## src/rtl/ahb3lite_switch_arbiter_pkg.sv

```systemverilog
// Shared AHB3-Lite types and arbiter enums for the multi-layer switch.
package ahb3lite_switch_arbiter_pkg;

  typedef logic [1:0] htrans_t;

  localparam htrans_t HTRANS_IDLE   = 2'b00;
  localparam htrans_t HTRANS_BUSY   = 2'b01;
  localparam htrans_t HTRANS_NONSEQ = 2'b10;
  localparam htrans_t HTRANS_SEQ    = 2'b11;

  typedef enum logic {
    ARB_FIXED = 1'b0,
    ARB_RR    = 1'b1
  } arb_mode_t;

  typedef enum logic [1:0] {
    NOOWNER = 2'd0,
    OWNED   = 2'd1,
    LOCKED  = 2'd2
  } arb_state_t;

  // True for transfers that actually move data (NONSEQ/SEQ).
  function automatic logic htrans_active(htrans_t t);
    return (t == HTRANS_NONSEQ) || (t == HTRANS_SEQ);
  endfunction

endpackage

```

## src/rtl/ahb3lite_switch_arbiter_if.sv

```systemverilog
// Request/grant bundle between the switch masters and one slave-port arbiter.
interface ahb3lite_switch_arbiter_if #(
  parameter int unsigned MASTERS       = 3,
  parameter int unsigned PRIORITY_BITS = 3
);
  localparam int unsigned IdxW = (MASTERS > 1) ? $clog2(MASTERS) : 1;

  logic [MASTERS-1:0]                    mst_req;
  logic [MASTERS-1:0][PRIORITY_BITS-1:0] mst_priority;
  logic [MASTERS-1:0][1:0]               mst_HTRANS;
  logic [MASTERS-1:0]                    mst_HMASTLOCK;
  logic [MASTERS-1:0]                    can_switch;
  logic                                  slv_HREADY;
  logic [MASTERS-1:0]                    grant;
  logic [IdxW-1:0]                       grant_idx;
  logic [IdxW-1:0]                       dp_master;
  logic                                  dp_valid;
  logic                                  hold_expired;

  // Arbiter side.
  modport slave (
    input  mst_req, mst_priority, mst_HTRANS, mst_HMASTLOCK, can_switch, slv_HREADY,
    output grant, grant_idx, dp_master, dp_valid, hold_expired
  );

  // Requesting side.
  modport master (
    output mst_req, mst_priority, mst_HTRANS, mst_HMASTLOCK, can_switch, slv_HREADY,
    input  grant, grant_idx, dp_master, dp_valid, hold_expired
  );

endinterface

```

## src/rtl/ahb3lite_switch_arbiter_pick.sv

```systemverilog
// Combinational winner selection: highest priority, ties broken by index order
// (fixed) or by the first candidate after the round-robin pointer.
module ahb3lite_switch_arbiter_pick
  import ahb3lite_switch_arbiter_pkg::*;
#(
  parameter int unsigned MASTERS       = 3,
  parameter int unsigned PRIORITY_BITS = 3,
  localparam int unsigned IdxW         = (MASTERS > 1) ? $clog2(MASTERS) : 1
) (
  input  logic [MASTERS-1:0]                    cand_i,
  input  logic [MASTERS-1:0][PRIORITY_BITS-1:0] prio_i,
  input  logic [IdxW-1:0]                       rr_ptr_i,
  input  arb_mode_t                             mode_i,
  output logic [MASTERS-1:0]                    win_oh_o,
  output logic [IdxW-1:0]                       win_idx_o,
  output logic                                  valid_o
);

  // Scan in tie-break order; a strictly greater priority replaces the winner,
  // so the first candidate of the top class in scan order survives.
  always_comb begin
    int unsigned              idx;
    logic                     found;
    logic [PRIORITY_BITS-1:0] best;
    idx       = 0;
    found     = 1'b0;
    best      = '0;
    win_oh_o  = '0;
    win_idx_o = '0;
    for (int unsigned k = 0; k < MASTERS; k++) begin
      if (mode_i == ARB_RR) begin
        idx = 32'(rr_ptr_i) + 32'd1 + k;
        if (idx >= MASTERS) idx = idx - MASTERS;
      end else begin
        idx = k;
      end
      if (cand_i[idx] && (!found || (prio_i[idx] > best))) begin
        found     = 1'b1;
        best      = prio_i[idx];
        win_idx_o = IdxW'(idx);
      end
    end
    if (found) win_oh_o[win_idx_o] = 1'b1;
    valid_o = found;
  end

endmodule

```

## src/rtl/ahb3lite_switch_arbiter.sv

```systemverilog
// Per-slave-port arbiter: address-phase ownership with lock, round-robin and
// anti-starvation hold limit, plus data-phase owner tracking.
module ahb3lite_switch_arbiter
  import ahb3lite_switch_arbiter_pkg::*;
#(
  parameter int unsigned MASTERS       = 3,
  parameter int unsigned PRIORITY_BITS = 3,
  parameter int unsigned ARB_MODE      = 1,
  parameter int unsigned HOLD_LIMIT    = 16
) (
  input logic                 HCLK,
  input logic                 HRESETn,
  ahb3lite_switch_arbiter_if.slave bus
);

  localparam int unsigned IdxW = (MASTERS > 1) ? $clog2(MASTERS) : 1;
  localparam int unsigned CntW = (HOLD_LIMIT > 0) ? $clog2(HOLD_LIMIT + 1) : 1;
  localparam logic [IdxW-1:0] RrReset = IdxW'(MASTERS - 1);
  localparam logic [CntW-1:0] CntMax  = CntW'(HOLD_LIMIT);
  localparam arb_mode_t ArbMode = (ARB_MODE != 0) ? ARB_RR : ARB_FIXED;

  arb_state_t         state_q, state_d;
  logic [MASTERS-1:0] grant_q, grant_d;
  logic [IdxW-1:0]    idx_q, idx_d;
  logic [IdxW-1:0]    rr_q, rr_d;
  logic [CntW-1:0]    cnt_q, cnt_d;
  logic [IdxW-1:0]    dp_master_q, dp_master_d;
  logic               dp_valid_q, dp_valid_d;

  htrans_t            owner_htrans;
  logic               owner_lock;
  logic               owner_may_switch;
  logic               owner_xfer;
  logic               others_req;
  logic               hold_exp;
  logic [MASTERS-1:0] cand;
  logic               arb_en;

  logic [MASTERS-1:0] pick_oh;
  logic [IdxW-1:0]    pick_idx;
  logic               pick_valid;

  // Owner-side view of the bus and the candidate set offered to the picker.
  always_comb begin
    owner_htrans     = bus.mst_HTRANS[idx_q];
    owner_lock       = bus.mst_HMASTLOCK[idx_q];
    owner_may_switch = bus.can_switch[idx_q] || !bus.mst_req[idx_q];
    owner_xfer       = (state_q != NOOWNER) && htrans_active(owner_htrans);
    others_req       = |(bus.mst_req & ~grant_q);
    hold_exp         = (HOLD_LIMIT != 0) && (cnt_q == CntMax);
    cand             = bus.mst_req;
    // Expired owner steps aside only if someone else is actually waiting.
    if (hold_exp && others_req) cand = bus.mst_req & ~grant_q;
  end

  ahb3lite_switch_arbiter_pick #(
    .MASTERS       (MASTERS),
    .PRIORITY_BITS (PRIORITY_BITS)
  ) u_pick (
    .cand_i    (cand),
    .prio_i    (bus.mst_priority),
    .rr_ptr_i  (rr_q),
    .mode_i    (ArbMode),
    .win_oh_o  (pick_oh),
    .win_idx_o (pick_idx),
    .valid_o   (pick_valid)
  );

  // Next state: ownership, lock, round-robin pointer, hold counter, data phase.
  always_comb begin
    state_d     = state_q;
    grant_d     = grant_q;
    idx_d       = idx_q;
    rr_d        = rr_q;
    cnt_d       = cnt_q;
    dp_master_d = dp_master_q;
    dp_valid_d  = dp_valid_q;
    arb_en      = 1'b0;
    if (bus.slv_HREADY) begin
      unique case (state_q)
        NOOWNER: arb_en = |bus.mst_req;
        OWNED: begin
          // Lock beats a simultaneous can_switch.
          if (owner_lock && (owner_htrans != HTRANS_IDLE)) state_d = LOCKED;
          else                                             arb_en  = owner_may_switch;
        end
        LOCKED: begin
          if (!owner_lock || (owner_htrans == HTRANS_IDLE)) begin
            state_d = OWNED;
            arb_en  = owner_may_switch;
          end
        end
        default: state_d = NOOWNER;
      endcase

      // No candidate leaves the current owner parked.
      if (arb_en && pick_valid) begin
        grant_d = pick_oh;
        idx_d   = pick_idx;
        rr_d    = pick_idx;
        state_d = OWNED;
      end

      if (grant_d != grant_q)     cnt_d = '0;
      else if (state_q == LOCKED) cnt_d = cnt_q;
      else if (!others_req)       cnt_d = '0;
      else if (owner_xfer && (cnt_q != CntMax)) cnt_d = cnt_q + 1'b1;

      dp_master_d = idx_q;
      dp_valid_d  = owner_xfer;
    end
  end

  // State register; reset drops ownership immediately, even mid-burst.
  always_ff @(posedge HCLK or negedge HRESETn) begin
    if (!HRESETn) begin
      state_q     <= NOOWNER;
      grant_q     <= '0;
      idx_q       <= '0;
      rr_q        <= RrReset;
      cnt_q       <= '0;
      dp_master_q <= '0;
      dp_valid_q  <= 1'b0;
    end else begin
      state_q     <= state_d;
      grant_q     <= grant_d;
      idx_q       <= idx_d;
      rr_q        <= rr_d;
      cnt_q       <= cnt_d;
      dp_master_q <= dp_master_d;
      dp_valid_q  <= dp_valid_d;
    end
  end

  // Outputs straight from registers.
  always_comb begin
    bus.grant        = grant_q;
    bus.grant_idx    = idx_q;
    bus.dp_master    = dp_master_q;
    bus.dp_valid     = dp_valid_q;
    bus.hold_expired = hold_exp;
  end

endmodule

```

## src/flat_wrapper.sv

```systemverilog
// flat-port wrapper written by rule: the top's interface ports become plain ports
module ahb3lite_switch_arbiter_flat import ahb3lite_switch_arbiter_pkg::*;
#(
  parameter int unsigned MASTERS       = 3,
  parameter int unsigned PRIORITY_BITS = 3,
  parameter int unsigned ARB_MODE      = 1,
  parameter int unsigned HOLD_LIMIT    = 16
)
  (HCLK, HRESETn, bus_mst_req, bus_mst_priority, bus_mst_HTRANS, bus_mst_HMASTLOCK, bus_can_switch, bus_slv_HREADY, bus_grant, bus_grant_idx, bus_dp_master, bus_dp_valid, bus_hold_expired);
  ahb3lite_switch_arbiter_if #(.MASTERS(MASTERS), .PRIORITY_BITS(PRIORITY_BITS)) bus_i ();
  input logic HCLK;
  input logic HRESETn;
  input wire logic [$bits(bus_i.mst_req)-1:0] bus_mst_req;
  input wire logic [$bits(bus_i.mst_priority)-1:0] bus_mst_priority;
  input wire logic [$bits(bus_i.mst_HTRANS)-1:0] bus_mst_HTRANS;
  input wire logic [$bits(bus_i.mst_HMASTLOCK)-1:0] bus_mst_HMASTLOCK;
  input wire logic [$bits(bus_i.can_switch)-1:0] bus_can_switch;
  input wire logic [$bits(bus_i.slv_HREADY)-1:0] bus_slv_HREADY;
  output wire logic [$bits(bus_i.grant)-1:0] bus_grant;
  output wire logic [$bits(bus_i.grant_idx)-1:0] bus_grant_idx;
  output wire logic [$bits(bus_i.dp_master)-1:0] bus_dp_master;
  output wire logic [$bits(bus_i.dp_valid)-1:0] bus_dp_valid;
  output wire logic [$bits(bus_i.hold_expired)-1:0] bus_hold_expired;
  assign bus_i.mst_req = bus_mst_req;
  assign bus_i.mst_priority = bus_mst_priority;
  assign bus_i.mst_HTRANS = bus_mst_HTRANS;
  assign bus_i.mst_HMASTLOCK = bus_mst_HMASTLOCK;
  assign bus_i.can_switch = bus_can_switch;
  assign bus_i.slv_HREADY = bus_slv_HREADY;
  assign bus_grant = bus_i.grant;
  assign bus_grant_idx = bus_i.grant_idx;
  assign bus_dp_master = bus_i.dp_master;
  assign bus_dp_valid = bus_i.dp_valid;
  assign bus_hold_expired = bus_i.hold_expired;
  ahb3lite_switch_arbiter #(.MASTERS(MASTERS), .PRIORITY_BITS(PRIORITY_BITS), .ARB_MODE(ARB_MODE), .HOLD_LIMIT(HOLD_LIMIT)) u_core (.HCLK(HCLK), .HRESETn(HRESETn), .bus(bus_i));
endmodule
```

## config.mk

```make
export PLATFORM = sky130hd
export DESIGN_NAME = ahb3lite_switch_arbiter_flat
export DESIGN_NICKNAME = d
export VERILOG_FILES = /design/src/rtl/ahb3lite_switch_arbiter_pkg.sv /design/src/rtl/ahb3lite_switch_arbiter_if.sv /design/src/rtl/ahb3lite_switch_arbiter_pick.sv /design/src/rtl/ahb3lite_switch_arbiter.sv /design/src/flat_wrapper.sv
export SDC_FILE = /design/constraint.sdc
export NUM_CORES = 1
export LEC_CHECK = 0
export ABC_AREA = 1
export BUFFER_PORTS_ARGS = -buffer_cell sky130_fd_sc_hd__buf_2
export CAP_MARGIN = 10
export CORE_MARGIN = 5
export CORE_UTILIZATION = 45
export CTS_CLUSTER_DIAMETER = 200
export CTS_CLUSTER_SIZE = 16
export DETAILED_ROUTE_END_ITERATION = 8
export GPL_TIMING_DRIVEN = 0
export PLACE_DENSITY = 0.77
export SYNTH_ARGS = -nofsm -noshare
export SYNTH_HDL_FRONTEND = slang
export SYNTH_SLANG_ARGS = --single-unit
```

## constraint.sdc

```tcl
create_clock -name HCLK -period 3.9 [get_ports HCLK]
set_input_delay 0.39 -clock HCLK [delete_from_list [all_inputs] [get_ports HCLK]]
set_output_delay 0.39 -clock HCLK [all_outputs]
set_load 0.01 [all_outputs]
```

==> results of run 1 <==
flip-flops by register name (all words and copies together) (netlist names):
register	flops
u_core.bus.dp_master	2
u_core.bus.dp_valid	1
u_core.bus.grant	3
u_core.bus.grant_idx	1
u_core.cnt_q	5
u_core.rr_q	2
u_core.state_q	2
routing by layer:
layer / vias up / track usage, %
li1: 1083 / -
met1: 1080 / 27.7
met2: 169 / 35.8
met3: 59 / 2.97
met4: 0 / 7.85
met5: - / 0
area by class of cell:
cell class                 count  share of cell area, %
buffer                         5                   1.92
clock buffer                   4                   2.01
inverter                      36                   5.68
multi-input combinational    223                   56.4
sequential                    16                   14.7
tap                           50                   2.29
timing repair buffer          70                   17.0
cell usage in the layout (no fill, tap or decap), types with 2 or more instances in the layout:
master      Yosys  final
nor2_1         16     16
clkinvlp_4      0      2
buf_2           0     34
o21ai_0        18     10
a21oi_1        17     12
nand3_2         6     11
ha_4            0      5
a21oi_4         0      2
ha_1           11      4
o21ai_1         3      9
nand4_1         8      8
buf_6           0      5
ha_2            0      2
a22oi_1         2      2
nand3_4         1      3
nand2_2        12     26
buf_4           4     34
nand3_1        28     21
nand2_4         6     12
o21ai_2         0      2
dfrtp_1        15     15
nand2_1        77     57
inv_1          34     29
a31o_2          2      2
xor2_1          3      3
inv_2           2      4
a21oi_2         0      3
clkbuf_8        0      4
timing repair:
action                                  in CTS  in global routing
endpoints found under the hold margin        0                  0
hold buffers                                 0                  0
pin swaps                                   20                 32
buffers inserted                            19                 19
gates cloned                                 0                  0
resized for setup                           30                 50
endpoints found under the setup margin      11                 11
per-stage QoR:
| stage | utilization (%) | area, um^2 | setup WS (ns) | std cells |
|---|---|---|---|---|
| after floorplan | - | 1850 | 0.00546 | 280 |
| after global placement | 52.4 | 2080 | -0.485 | 364 |
| after detailed placement | 52.4 | 2080 | -0.576 | 364 |
| after CTS | 60.4 | 2400 | -0.0707 | 387 |
| after global routing | 68.8 | 2730 | -0.687 | 404 |
| final | 68.8 | 2730 | -0.306 | 404 |
worst max-delay path by stage:
stage                               from  slack [ns]              end
after floorplan           u_core.rr_q[0]       0.005  u_core.cnt_q[2]
after global placement    u_core.rr_q[0]       -0.49  u_core.cnt_q[1]
after detailed placement  u_core.rr_q[0]       -0.58  u_core.cnt_q[2]
after CTS                 u_core.rr_q[1]       -0.07  u_core.cnt_q[2]
after global routing      u_core.rr_q[1]       -0.69  u_core.cnt_q[0]
final                     u_core.rr_q[1]       -0.31  u_core.cnt_q[3]
cell families (layout without fill, tap and decap cells):
| family | Yosys count | count (layout) | share of synthesized area, % |
|---|---|---|---|
| simple gates | 159 | 159 | 43.9 |
| compound gates | 50 | 50 | 16.2 |
| buf+inv | 41 | 115 | 9.16 |
| flops | 16 | 16 | 21.8 |
| fa+ha+maj | 11 | 11 | 7.47 |
| xor+xnor | 3 | 3 | 1.43 |
==> results.sh, run 1 <==
export IMPL_finalSetupTns_ns=-1.49
export IMPL_syn_num_nets=318
export IMPL_maxCapViolCount=0
export IMPL_synth_edf_count=0
export IMPL_synth_most_common_cell="nand2_1"
export IMPL_cts_tree="built"
export IMPL_r2r_setup_slack_ns=-0.31
export IMPL_reg2reg_from="u_core.rr_q[1]"
export IMPL_post_drt_wl_per_cell_um=16.4
export IMPL_syn2layout_area_growth_pct=48.3
export IMPL_critPathSlowestCell="dfstp_2"
export IMPL_min_period_ns=4.21
export IMPL_synthTopCellsByCount="nand2_1, inv_1, nand3_1"
export IMPL_critical_path_top_delay_family="simple AND/OR/NAND/NOR gates"
export IMPL_core_um2=3970
export IMPL_drc=0
export IMPL_drive_above_1_share_pct=46.0
export IMPL_io_pins=36
export IMPL_grt_max_degree=17
export IMPL_grt_usage_pct=21.3
export IMPL_place_gp_congestion=0.850
export IMPL_rows=23
export IMPL_crit_path_start_kind="flip-flop"
export IMPL_ys_ff_latch=16
export IMPL_port_buffers=34
export IMPL_vias_per_cell=5.92
export IMPL_clockBufferDepth=2
export IMPL_hp_class="input pin to asynchronous set/reset pin"
export IMPL_yosysSeqAreaShare_pct=21.8
export IMPL_max_freq_mhz=238
export IMPL_tightest_slew_ns=0.477
export IMPL_clkLatencyLatePin_ns=0.25
export IMPL_rsz0062_at_grt="yes"
export IMPL_setup_violations=5
export IMPL_path_depth=31
export IMPL_grt_ovfl_total=0
export IMPL_dp_hpwl_um=3670
export IMPL_worstPathMaxFanout=6
export IMPL_drt_iter0_drc=232
export IMPL_relSlewSlack_pct=68.2
export IMPL_n_antenna_cell=0
export IMPL_syn_avg_cell_area_um2=6.58
export IMPL_clk_pin_slew_ns=0.07
export IMPL_timing_hold_ws_ns=0.0372
export IMPL_path_buf_inv=6
export IMPL_cts_buffers=3
export IMPL_violations="setup timing"
export IMPL_cp_data_arrival_time_ns=4.40
export IMPL_synth_warnings=0
export IMPL_wl_met2_um=3190
export IMPL_antenna_left=0
export IMPL_vias=2391
export IMPL_setup_ws_ns=-0.306
export IMPL_nFillCells=283
export IMPL_synth_flop_cell="dfrtp_1"
export IMPL_start_util_pct=46.4
export IMPL_htreeDepth=1
export IMPL_finalHoldViolCount=0
export IMPL_numClockSinks=16
export IMPL_yosysTopAreaCell="dfrtp_1"
export IMPL_wl_um=6640
export IMPL_reg2reg_depth=31
export IMPL_die_h_um=74.0
export IMPL_firstDrtPassIters=5
export IMPL_r2r_end="u_core.cnt_q[3]"
export IMPL_grt_pass1_vias=2078
export IMPL_yosysTopAreaCellShare_pct=20.4
export IMPL_dr_wl_met3_um=535
export IMPL_grt_pass1_wl_um=9300
export IMPL_cp_required_ns=4.10
export IMPL_slew_violations=0
export IMPL_synth_area_top_cells="dfrtp_1, nand2_1, nand3_1"
export IMPL_crit_type="flip-flop to flip-flop"
export IMPL_yosysUniqueCellTypes=33
export IMPL_fin_nets=393
export IMPL_top_layer="met4"
export IMPL_finalCritPeriodShare_pct=108
export IMPL_die_area_um2=5480
export IMPL_sequential_cell_area_um2=402
export IMPL_multiInputGateArea_um2=1540
export IMPL_finalClockSkew_ns=0.00431
export IMPL_cpMostUsedCell="nand2_1"
export IMPL_die_w_um=74.0
export IMPL_cp_end_kind="flip-flop"
export IMPL_antenna_found_initial=0
export IMPL_postSynthCellCount=280
export IMPL_synth_area_um2=1840
export IMPL_root_buffer="clkbuf_8"
export IMPL_cpPeakStageDelay_ns=0.54
export IMPL_wl_met1_um=2530
export IMPL_async_flop_share_pct=100
export IMPL_status="finished with violations"
Power of run 1 is not shown: default switching activity piles up to over one toggle a cycle in this logic, so the estimate is an artifact.
==> run 2: changes to the inputs <==
--- a/config.mk
+++ b/config.mk
@@ -8,13 +8,15 @@
 export ABC_AREA = 1
 export BUFFER_PORTS_ARGS = -buffer_cell sky130_fd_sc_hd__buf_2
 export CAP_MARGIN = 10
+export CELL_PAD_IN_SITES_DETAIL_PLACEMENT = 2
+export CELL_PAD_IN_SITES_GLOBAL_PLACEMENT = 2
 export CORE_MARGIN = 5
-export CORE_UTILIZATION = 45
+export CORE_UTILIZATION = 27
 export CTS_CLUSTER_DIAMETER = 200
 export CTS_CLUSTER_SIZE = 16
 export DETAILED_ROUTE_END_ITERATION = 8
 export GPL_TIMING_DRIVEN = 0
-export PLACE_DENSITY = 0.77
+export PLACE_DENSITY = 0.83
 export SYNTH_ARGS = -nofsm -noshare
 export SYNTH_HDL_FRONTEND = slang
 export SYNTH_SLANG_ARGS = --single-unit
==> run 2 against run 1 <==
Against the previous run: the flow still finishes with violations (setup timing); global-route usage decreased by 2.1 points; cell count increased by 5.2%; hold slack got worse by 0.0013 ns; critical path type unchanged.
==> results.sh, run 2 (synthesized netlist as in run 1, its figures left out) <==
export IMPL_status="finished with violations"
export IMPL_violations="setup timing"
export IMPL_clkLatencyLatePin_ns=0.26
export IMPL_final_common_cell="nand2_1"
export IMPL_critical_path_top_delay_family="simple AND/OR/NAND/NOR gates"
export IMPL_finalClockSkew_ns=0.00685
export IMPL_max_freq_mhz=235
export IMPL_wl_um=9120
export IMPL_cpPeakStageDelay_ns=0.39
export IMPL_crit_path_start_kind="flip-flop"
export IMPL_grt_pass1_wl_um=13100
export IMPL_antenna_found_initial=0
export IMPL_final_cell_mix="nand2_1, buf_2, inv_1"
export IMPL_vias_per_cell=5.50
export IMPL_maxCapViolCount=0
export IMPL_die_h_um=92.6
export IMPL_path_buf_inv=3
export IMPL_rows=30
export IMPL_grt_pass1_vias=2579
export IMPL_syn2layout_area_growth_pct=44.1
export IMPL_vias=2336
export IMPL_setup_ws_ns=-0.363
export IMPL_largest_reg_flops=5
export IMPL_critPathSlowestCell="dfrtp_1"
export IMPL_regMostFlops="u_core.cnt_q"
export IMPL_placed_cells=394
export IMPL_htreeDepth=1
export IMPL_slew_violations=0
export IMPL_cp_required_ns=4.05
export IMPL_root_buffer="clkbuf_8"
export IMPL_worstPathMaxFanout=11
export IMPL_nFillCells=786
export IMPL_finalCritPeriodShare_pct=109
export IMPL_cpMostUsedCell="nand2_4"
export IMPL_rsz0062_at_grt="yes"
export IMPL_cts_buffers=3
export IMPL_grt_ovfl_total=0
export IMPL_firstDrtPassIters=4
export IMPL_min_period_ns=4.26
export IMPL_fin_util_pct=39.5
export IMPL_io_pins=36
export IMPL_crit_type="flip-flop to flip-flop"
export IMPL_n_antenna_cell=0
export IMPL_die_area_um2=8580
export IMPL_drt_iter0_drc=88
export IMPL_clk_pin_slew_ns=0.07
export IMPL_final_cells=425
export IMPL_start_util_pct=27.4
export IMPL_finalSetupTns_ns=-1.79
export IMPL_drive_above_1_share_pct=43.5
export IMPL_ctsHoldBuffers=0
export IMPL_place_area_um2=2120
export IMPL_relSlewSlack_pct=59.4
export IMPL_dp_hpwl_um=5300
export IMPL_place_gp_congestion=0.830
export IMPL_numClockSinks=16
export IMPL_core_um2=6720
export IMPL_grt_max_degree=17
export IMPL_die_w_um=92.6
export IMPL_post_drt_wl_per_cell_um=21.5
export IMPL_cp_end_kind="flip-flop"
export IMPL_setup_violations=7
export IMPL_grt_usage_pct=19.2
export IMPL_tightest_slew_ns=0.609
export IMPL_cp_data_arrival_time_ns=4.41
export IMPL_fin_area_um2=2660
export IMPL_port_buffers=34
export IMPL_cts_tree="built"
export IMPL_fin_nets=384
export IMPL_r2r_setup_slack_ns=-0.36
export IMPL_drc=0
export IMPL_clockBufferDepth=2
export IMPL_finalHoldViolCount=0
export IMPL_antenna_left=0
export IMPL_hp_class="input pin to asynchronous set/reset pin"
-- run 2: cell count changes in the layout (fill, tap and decap cells not counted), moves of 3 or more --
cell	delta
nand2_4	+3
buf_6	-4
o21ai_2	+4
nand2_2	-8
buf_4	-5
nand2_1	+5
-- run 2: final timing paths --
kind                                    startpoint                      end  cells after the start
max                                 u_core.rr_q[0]          u_core.cnt_q[4]                     32
min                                        HRESETn        u_core.state_q[1]                      1
max reg2reg                         u_core.rr_q[0]          u_core.cnt_q[4]                     32
min reg2reg                u_core.bus.dp_master[0]  u_core.bus.dp_master[0]                      2
max in group asynchronous                  HRESETn           u_core.rr_q[1]                      1
min in group HCLK                   bus_slv_HREADY      u_core.bus.dp_valid                      3
-- run 2: final cells by class --
cell class                 instances  area (um^2)  share of cell area, %
clock buffer                       4         55.1                   2.07
sequential                        16          402                   15.1
tap                               80          100                   3.77
buffer                             5         66.3                   2.50
multi-input combinational        223         1510                   56.8
inverter                          36          151                   5.70
timing repair buffer              61          373                   14.0
-- run 2: metrics by stage --
step / setup WS [ns] / hold slack (ns)
finish: -0.363 / 0.0359
floorplan: 0.00546 / 0.0944
CTS: -0.172 / 0.0498
global route: -0.564 / 0.0627
global placement: -0.594 / 0.335
detailed placement: -0.759 / 0.339
-- run 2: timing repair --
item	CTS	global route
setup buffers	24	4
pin swaps	27	27
gates resized for setup	38	38
hold endpoints to repair	0	0
setup endpoints to repair	11	11
-- run 2: layer usage --
layer | global-route usage [%] | up-vias | share of wire (%)
met5 | 0 | - | 0
met4 | 6.23 | 0 | 3.1
met3 | 1.71 | 26 | 3.0
met2 | 36.8 | 61 | 53
met1 | 22.2 | 1189 | 41
li1 | - | 1060 | -
Power of run 2 is left out for the same reason.
